### src/rtl/snorm_arb_pkg.sv
// Shared helpers for the snorm_arb round-robin normalizing arbiter:
// id width and the signed saturation bounds for a given output width.
package snorm_arb_pkg;

    // Requester-index width; never narrower than one bit.
    function automatic int id_width(input int n);
        int w;
        w = $clog2(n);
        return (w < 1) ? 1 : w;
    endfunction

    // Largest positive value of a fw-bit two's-complement word, zero-extended to 64 bits.
    function automatic logic [63:0] sat_max(input int fw);
        return (64'd1 << (fw - 1)) - 64'd1;
    endfunction

    // Most negative value of a fw-bit two's-complement word; its low fw bits are 100...0.
    function automatic logic [63:0] sat_min(input int fw);
        return ~sat_max(fw);
    endfunction

endpackage

### src/rtl/snorm_sat.sv
// Combinational rescale of one signed fixed-point word from A_SCALE to F_SCALE
// fraction bits, fitted to F_WIDTH with overflow flag; saturates under SNORM_ARB_SAT_EN.
module snorm_sat
    import snorm_arb_pkg::*;
#(
    parameter int A_WIDTH = 32,
    parameter int A_SCALE = 12,
    parameter int F_WIDTH = 16,
    parameter int F_SCALE = 8
) (
    input  logic [A_WIDTH-1:0] a_i,
    output logic [F_WIDTH-1:0] f_o,
    output logic               ovf_o
);

    localparam int LSH = (F_SCALE >= A_SCALE) ? (F_SCALE - A_SCALE) : 0;
    localparam int RSH = (F_SCALE >= A_SCALE) ? 0 : (A_SCALE - F_SCALE);
    localparam int SHW = A_WIDTH + LSH;
    localparam int W   = (SHW > F_WIDTH) ? SHW : F_WIDTH;

    logic signed [W-1:0]       a_ext;
    logic signed [W-1:0]       shifted;
    logic signed [W-1:0]       wrap_ext;
    logic        [F_WIDTH-1:0] wrapped;

    // Sign-extend into a working width wide enough that the left shift cannot lose bits.
    always_comb begin
        a_ext = '0;
        for (int i = 0; i < W; i++) begin
            a_ext[i] = a_i[(i < A_WIDTH) ? i : (A_WIDTH - 1)];
        end
    end

    assign shifted = (a_ext <<< LSH) >>> RSH;
    assign wrapped = shifted[F_WIDTH-1:0];

    // Overflow means the kept bits, sign-extended back, do not reproduce the full value.
    always_comb begin
        wrap_ext = '0;
        for (int i = 0; i < W; i++) begin
            wrap_ext[i] = wrapped[(i < F_WIDTH) ? i : (F_WIDTH - 1)];
        end
    end

    assign ovf_o = (wrap_ext != shifted);

`ifdef SNORM_ARB_SAT_EN
    localparam logic [F_WIDTH-1:0] SAT_HI = F_WIDTH'(sat_max(F_WIDTH));
    localparam logic [F_WIDTH-1:0] SAT_LO = F_WIDTH'(sat_min(F_WIDTH));

    always_comb begin
        f_o = wrapped;
        if (ovf_o) begin
            f_o = shifted[W-1] ? SAT_LO : SAT_HI;
        end
    end
`else
    assign f_o = wrapped;
`endif

endmodule

### src/rtl/snorm_arb.sv
// Round-robin arbiter over N signed fixed-point requesters feeding one registered,
// rescaled output stage. Define SNORM_ARB_SAT_EN for saturating instead of wrapping.
module snorm_arb
    import snorm_arb_pkg::*;
#(
    parameter int N       = 4,
    parameter int A_WIDTH = 32,
    parameter int A_SCALE = 12,
    parameter int F_WIDTH = 16,
    parameter int F_SCALE = 8
) (
    input  logic                    clk,
    input  logic                    reset_l,
    input  logic [N-1:0]            req_valid,
    input  logic [N*A_WIDTH-1:0]    req_data,
    output logic [N-1:0]            req_ready,
    output logic                    out_valid,
    output logic [F_WIDTH-1:0]      out_data,
    output logic [id_width(N)-1:0]  out_id,
    output logic                    out_ovf,
    input  logic                    out_ready
);

    localparam int ID_W = id_width(N);

    // Handshake: a word moves on any rising edge where valid and ready are both high.
    // The output register loads when empty or drained this cycle (load_en); only then
    // may one requester see req_ready, so input and output transfers can coincide.

    logic                load_en;
    logic                gnt_found;
    logic [ID_W-1:0]     gnt_idx;
    logic [A_WIDTH-1:0]  gnt_data;
    logic [F_WIDTH-1:0]  sat_data;
    logic                sat_ovf;

    logic                out_valid_q, out_valid_d;
    logic [F_WIDTH-1:0]  out_data_q,  out_data_d;
    logic [ID_W-1:0]     out_id_q,    out_id_d;
    logic                out_ovf_q,   out_ovf_d;
    logic [ID_W-1:0]     ptr_q,       ptr_d;

    assign load_en = !out_valid_q || out_ready;

    // Scan from farthest to nearest so the nearest valid requester after ptr wins.
    always_comb begin
        gnt_found = 1'b0;
        gnt_idx   = '0;
        for (int k = N; k >= 1; k--) begin
            if (req_valid[(int'(ptr_q) + k) % N]) begin
                gnt_found = 1'b1;
                gnt_idx   = ID_W'((int'(ptr_q) + k) % N);
            end
        end
    end

    always_comb begin
        req_ready = '0;
        if (load_en && gnt_found) begin
            req_ready[gnt_idx] = 1'b1;
        end
    end

    assign gnt_data = req_data[int'(gnt_idx) * A_WIDTH +: A_WIDTH];

    snorm_sat #(
        .A_WIDTH (A_WIDTH),
        .A_SCALE (A_SCALE),
        .F_WIDTH (F_WIDTH),
        .F_SCALE (F_SCALE)
    ) u_sat (
        .a_i   (gnt_data),
        .f_o   (sat_data),
        .ovf_o (sat_ovf)
    );

    always_comb begin
        out_valid_d = out_valid_q;
        out_data_d  = out_data_q;
        out_id_d    = out_id_q;
        out_ovf_d   = out_ovf_q;
        ptr_d       = ptr_q;
        if (load_en) begin
            out_valid_d = gnt_found;
            if (gnt_found) begin
                out_data_d = sat_data;
                out_id_d   = gnt_idx;
                out_ovf_d  = sat_ovf;
                ptr_d      = gnt_idx;
            end
        end
    end

    // ptr resets to N-1 so requester 0 is searched first.
    always_ff @(posedge clk or negedge reset_l) begin
        if (!reset_l) begin
            out_valid_q <= 1'b0;
            out_data_q  <= '0;
            out_id_q    <= '0;
            out_ovf_q   <= 1'b0;
            ptr_q       <= ID_W'(N - 1);
        end else begin
            out_valid_q <= out_valid_d;
            out_data_q  <= out_data_d;
            out_id_q    <= out_id_d;
            out_ovf_q   <= out_ovf_d;
            ptr_q       <= ptr_d;
        end
    end

    assign out_valid = out_valid_q;
    assign out_data  = out_data_q;
    assign out_id    = out_id_q;
    assign out_ovf   = out_ovf_q;

endmodule

### config.mk
export PLATFORM = sky130hd
export DESIGN_NAME = snorm_arb
export DESIGN_NICKNAME = d
export VERILOG_FILES = /design/src/rtl/snorm_arb_pkg.sv /design/src/rtl/snorm_sat.sv /design/src/rtl/snorm_arb.sv
export SDC_FILE = /design/constraint.sdc
export NUM_CORES = 1
export LEC_CHECK = 0
export CORE_MARGIN = 3
export CORE_UTILIZATION = 31
export CTS_BUF_LIST = sky130_fd_sc_hd__clkbuf_4
export CTS_CLUSTER_SIZE = 12
export DETAILED_ROUTE_END_ITERATION = 8
export PLACE_DENSITY = 0.87
export SLEW_MARGIN = 25
export SYNTH_ARGS = -nofsm -noshare
export SYNTH_HDL_FRONTEND = slang
export SYNTH_SLANG_ARGS = --single-unit
### constraint.sdc
create_clock -name clk -period 2.7 [get_ports clk]
set_clock_uncertainty 0.15 [all_clocks]
set_input_delay 0.675 -clock clk [delete_from_list [all_inputs] [get_ports clk]]
set_output_delay 0.675 -clock clk [all_outputs]
set_load 0.1 [all_outputs]
Word level (Yosys, flattened, before mapping)
Cells that the tools add are included.
Widths: inputs -> output; s select.
{ "classes": {"addsub": 4, "n_lt_le_gt_ge": 6, "n_eq_ne": 1, "shift": 1, "n_mux": 23, "n_bitwise": 4, "reduce_logical": 9} }
{ "ops": {"columns": ["cell", "count"], "rows": [
  ["$shiftx 128x8->32", 1],
  ["$lt 3x4->1 const B", 4],
  ["$mux 1", 13],
  ["$ne 1x12->1", 1],
  ["$bmux 1 s2", 4],
  ["$mux 2", 4],
  ["$reduce_or 2->1", 4],
  ["$add 2x1->2 const B", 2],
  ["$add 2x2->2 const B", 2],
  ["$and 1x1->1 const A", 4],
  ["$mux 4", 1],
  ["$lt 2x3->1 const B", 1],
  ["$demux 1 s2", 1],
  ["$ge 2x1->1 const B", 1],
  ["$logic_and 1x1->1", 2],
  ["$reduce_and 2->1", 1],
  ["$logic_not 1->1", 1],
  ["$logic_or 1x1->1", 1]
]} }
{ "word_totals": {"reg_bits": 22, "input_bits": 135, "output_inout_bits": 24, "word_cells": 53} }

Longest topological paths before layout
{ "depth": {"ltp_word": 15, "depth_mapped": 10, "ltp_nobuf": 7} }

Hierarchy
A second synthesis with hierarchy kept.
{ "hier_totals": {"hier_cells": 203, "hier_area_um2": 2229.6} }
{ "modules_own_cells": {"columns": ["module", "instances", "cells_each", "area_per_inst_um2", "seq_area_each_um2"], "rows": [
  ["snorm_arb", 1, 176, 2040.7, 553.0],
  ["snorm_sat", 1, 27, 188.9, 0.0]
]} }

Worst setup path after synthesis
No wires, ideal clock.
{ "synth_timing": {"kind": "flip-flop to output port", "startpoint": "register ptr_q[1]", "endpoint": "output req_ready[2]", "arrival_ns": 3.797, "required_time_ns": 1.875, "path_slack_ns": -1.922, "stages_incl_launch_ff": 9, "n_path_buf": 4, "path_cell_list": "dfstp_2 > buf_4 > mux2i_1 > o21ai_2 > or2_4 > buf_4 > buf_4 > buf_2 > nor3_1"} }
{ "synth_between": {"elab_chain_cells": 13, "elab_cells_between_ends": 31, "classes_between": "add/sub: 4; order compare: 2; mux: 23; reduce/logical: 2"} }
{ "synth_rtl": {"columns": ["element", "line", "source"], "rows": [
  ["from (decl)", "snorm_arb.sv:41", "logic [ID_W-1:0] ptr_q, ptr_d;"],
  ["from (signal assigned)", "snorm_arb.sv:101", "ptr_q <= ID_W'(N - 1);"],
  ["from (signal assigned)", "snorm_arb.sv:107", "ptr_q <= ptr_d;"],
  ["$add 2x1->2", "snorm_arb.sv:50, snorm_arb.sv:52", null],
  ["$bmux 1 s2", "snorm_arb.sv:50", "if (req_valid[(int'(ptr_q) + k) % N]) begin"],
  ["$mux 1 (implied by the code) (2 in a row)", "snorm_arb.sv:50", null],
  ["$mux 2 (4 in a row)", "snorm_arb.sv:50", null],
  ["$lt 2x3->1 (implied by the code) or $ge 2x1->1 (tied branches)", "snorm_arb.sv:60", "req_ready[gnt_idx] = 1'b1;"],
  ["$logic_and 1x1->1 (implied by the code)", "snorm_arb.sv:60", null],
  ["$mux 1 (implied by the code)", "snorm_arb.sv:60", null],
  ["$demux 1 s2", "snorm_arb.sv:60", null],
  ["$mux 4 *", "snorm_arb.sv:59", "if (load_en && gnt_found) begin"],
  ["to (decl)", "snorm_arb.sv:16", "output logic [N-1:0] req_ready,"]
]} }
Mark *: on every way between the ends. The rest lies on a longest branch, timed or not. The select of a mux whose other input is x is not followed.

Worst setup path in the final report
{ "layout_timing": {"startpoint": "input req_valid[0]", "endpoint": "output req_ready[2]"} }
{ "layout_between": {"elab_chain_cells": 12, "elab_cells_between_ends": 27, "classes_between": "order compare: 2; mux: 23; reduce/logical: 2"} }
{ "layout_rtl": {"columns": ["element", "line", "source"], "rows": [
  ["from (decl)", "snorm_arb.sv:14", "input logic [N-1:0] req_valid,"],
  ["$bmux 1 s2", "snorm_arb.sv:50", null],
  ["$mux 1 (implied by the code) (2 in a row)", "snorm_arb.sv:50", null],
  ["$mux 2 (4 in a row)", "snorm_arb.sv:50", null],
  ["$lt 2x3->1 (implied by the code) or $ge 2x1->1 (tied branches)", "snorm_arb.sv:60", null],
  ["$logic_and 1x1->1 (implied by the code)", "snorm_arb.sv:60", null],
  ["$mux 1 (implied by the code)", "snorm_arb.sv:60", null],
  ["$demux 1 s2", "snorm_arb.sv:60", null],
  ["$mux 4 *", "snorm_arb.sv:59", null]
]} }
Marked as above.

==> summary.md <==
| Metric | Value |
|---|---|
| ANT nets after route | 0 |
| Final #Nets | 610 |
| Synthesized area per cell | between 6 and 7 µm² |
| IO buf count | 142 |
| Top FF cell, synth | dfrtp_1 |
| Post-synth EDFFs | 0 |
| Diode count | 0 |
| Power Dens Cells | 635 nW/µm² |
| Max Slew Vio Count | 0 |
| Pleak | 0.00179 µW |
| Maximum fanout along the worst path | 3 |
| Fraction of registers with async set/reset | 1.00 |
| Layout area overhead | 94.9% |
| Outcome | finished, violations left |
| Routed Wire Length | 7.94 mm |
| Drt first pass iters | 4 |
| Mapped Nets | 435 |
| Die W | ~88 µm |
| Hold Violations, Final | 0 |
| Post-synthesis sequential area ratio | 0.268 |
| TritonCTS buffer count | 3 |
| Slew HR | 0.508 |
| Worst setup EP type | primary output |
| Initial antenna violation count | 0 |
| Max Cap Viol | 0 |
| Number of remaining DRC errors | 0 |
| DP HPWL | 6.36 mm |
| CTS root buf | clkbuf_4 |
| I/O Pins | 159 |
| Placed insts | 534 |
| Syn Inst Count | 300 |
| Crit path kind | in2out |
| Reg area | 553 µm² |
| Total negative slack | -14.5 ps |
| Via count | 2928 |
| Fmax achieved | ~370 MHz |
| Leading area contributor after synthesis | dfrtp_1 |
| Worst EP arrival | 1890 ps |
| Reg clk slew, reported paths | 120 ps |
| Worst-Skew Late Latency | ~300 ps |
| Tmin final | 2710 ps |
| Yosys cell types | 44 |
| Final setup violation count | 1 |
| Final Cycle Share | 1.01 |
| Final Hold Slack | 344 ps |
| #FFs+latches synth | 22 |
| Top cell type's share of synthesized area | 0.243 |
| Row count | 29 |
| Violated checks | negative setup slack |
| Initial core utilization | 0.323 |
| Fill count | 533 |
| Commonest cells after routing, fill and taps aside | clkdlybuf4s50_1, nand2_1, buf_4, nand3_1, nor2_1 |
| Grt total ovfl | 0 |
| Core region area | 6390 µm² |
| Worst Path Required | ~1900 ps |
| CTS Buffer Depth | 2 |
| Full die area | 7670 µm² |
| Syn. warnings | 0 |
| Worst Hold Class | reg2reg |
| CTS H-tree depth | 1 |
| First-pass GRT wire length | ~12 mm |
| CTS tree | yes |
| All-Layer GR Usage | 0.190 |
| Area of the mapped netlist | between 2000 and 2500 µm² |
| Synth top area cells | dfrtp_1, nand2_1, nand3_1, o32ai_1, nor2_1 |
| Drt initial violations | 173 |
| Area of the multi-input gates | approximately 1400 µm² |
| Number of global-route vias before repair | 2704 |
| Largest net degree at the start of global routing | 29 |
| Gpl congestion | 0.788 |
| Unrepaired setup endpoints after global routing | true |
| Final setup margin | -14.5 ps |
| CTS Hold Bufs | 0 |
| Post-DR vias/cell | roughly 5.3 |
| Chip height | about 88 µm |
| DR WL/cell | 14.4 µm |
| # clock sinks | 22 |
| Finished Layout Cells | 551 |
| Tightest Pin Transition | 736 ps |
| Worst setup SP type | primary input |
| Share of layout cells above drive strength 1 | 0.219 |
| Commonest non-fill, non-tap cell in the layout | clkdlybuf4s50_1 |
| Peak VDD IR | 582 µV |
==> power by group <==
group	switching, µW	internal, µW
sequential	52.4	420
combinational	1220	711
clock	95.9	53.8
total	1370	1180
==> cell families after synthesis <==
| logic type | count (synthesis) | share of synthesized area |
|---|---|---|
| and+or+nand+nor | 158 | 0.350 |
| AOI/OAI and AO/OA | 72 | 0.249 |
| buffers and inverters | 39 | 0.0892 |
| DFF | 22 | 0.268 |
| muxes | 9 | 0.0437 |
==> final cells by class <==
class / instances / area share
repair buffers: 193 / 0.458
multi-input cells: 239 / 0.359
well taps: 77 / 0.0240
inverters: 16 / 0.0149
clock inverters: 1 / 0.000934
clock buffers: 3 / 0.00560
flip-flops and latches: 22 / 0.138
==> critical path, cell delays in order <==
cell and delay (ps):
buf_2 120, nor2b_4 130, buf_4 130, o21ai_4 180, nand3_4 110, buf_12 140, nor3_4 180, buf_12 200
==> path summary, 6_finish.rpt <==
path,from,endpoint,slack [ps],cells after the start
max in group asynchronous,reset_l,ptr_q[1],1560,2
worst min-delay path,out_data[1],out_data[1],340,2
worst min register to register,out_data[1],out_data[1],340,2
min in group asynchronous,reset_l,out_data[9],550,2
worst max register to register,ptr_q[1],out_ovf,120,8
worst max-delay path,req_valid[0],req_ready[2],-10,8
==> cell usage after synthesis, drive strengths merged (2+ instances only) <==
cell type   n
nand3      27
o32ai      14
buf        16
nand2b      3
o21a        2
dfstp       2
or4         5
inv        16
nor2       28
nand4       2
a21o        4
dfrtp      20
clkbuf      7
mux2i       9
nor3       13
a31oi      15
o32a        2
nand2      68
o21bai      2
a221oi      2
a21oi      12
and3        5
o22ai       8
o21ai       6
==> routing by layer <==
metal / vias to the layer above / routed length, µm / track usage
li1: 1428 / - / -
met1: 1382 / 3100 / 0.224
met2: 112 / 4200 / 0.360
met3: 6 / 558 / 0.0226
met4: 0 / 77 / 0.0516
met5: - / 0 / 0
==> repair_timing <==
action                                  4_1_cts  5_1_grt
gates cloned                                  0        0
setup buffers                                10        3
resized for setup                            21        7
pin swaps                                    12        8
endpoints found under the setup margin        5        5
==> per-stage QoR <==
step / cell area, µm² / setup WS, ps / total power (µW) / util
floorplan: 2170 / -506 / 1740 / -
global placement: 3840 / -487 / 2290 / 0.601
detailed placement: 3840 / -573 / 2320 / 0.601
global route: 4020 / -72.3 / 2680 / 0.629
CTS: 3960 / -42.4 / 2530 / 0.620
finish: 4020 / -14.5 / 2550 / 0.629
==> registers in the layout (all words and copies together) (netlist names) <==
register,flops
ptr_q,2
out_id,2
out_valid,1
out_ovf,1
out_data,16
No activity file was read; power rests on OpenSTA's default activity.
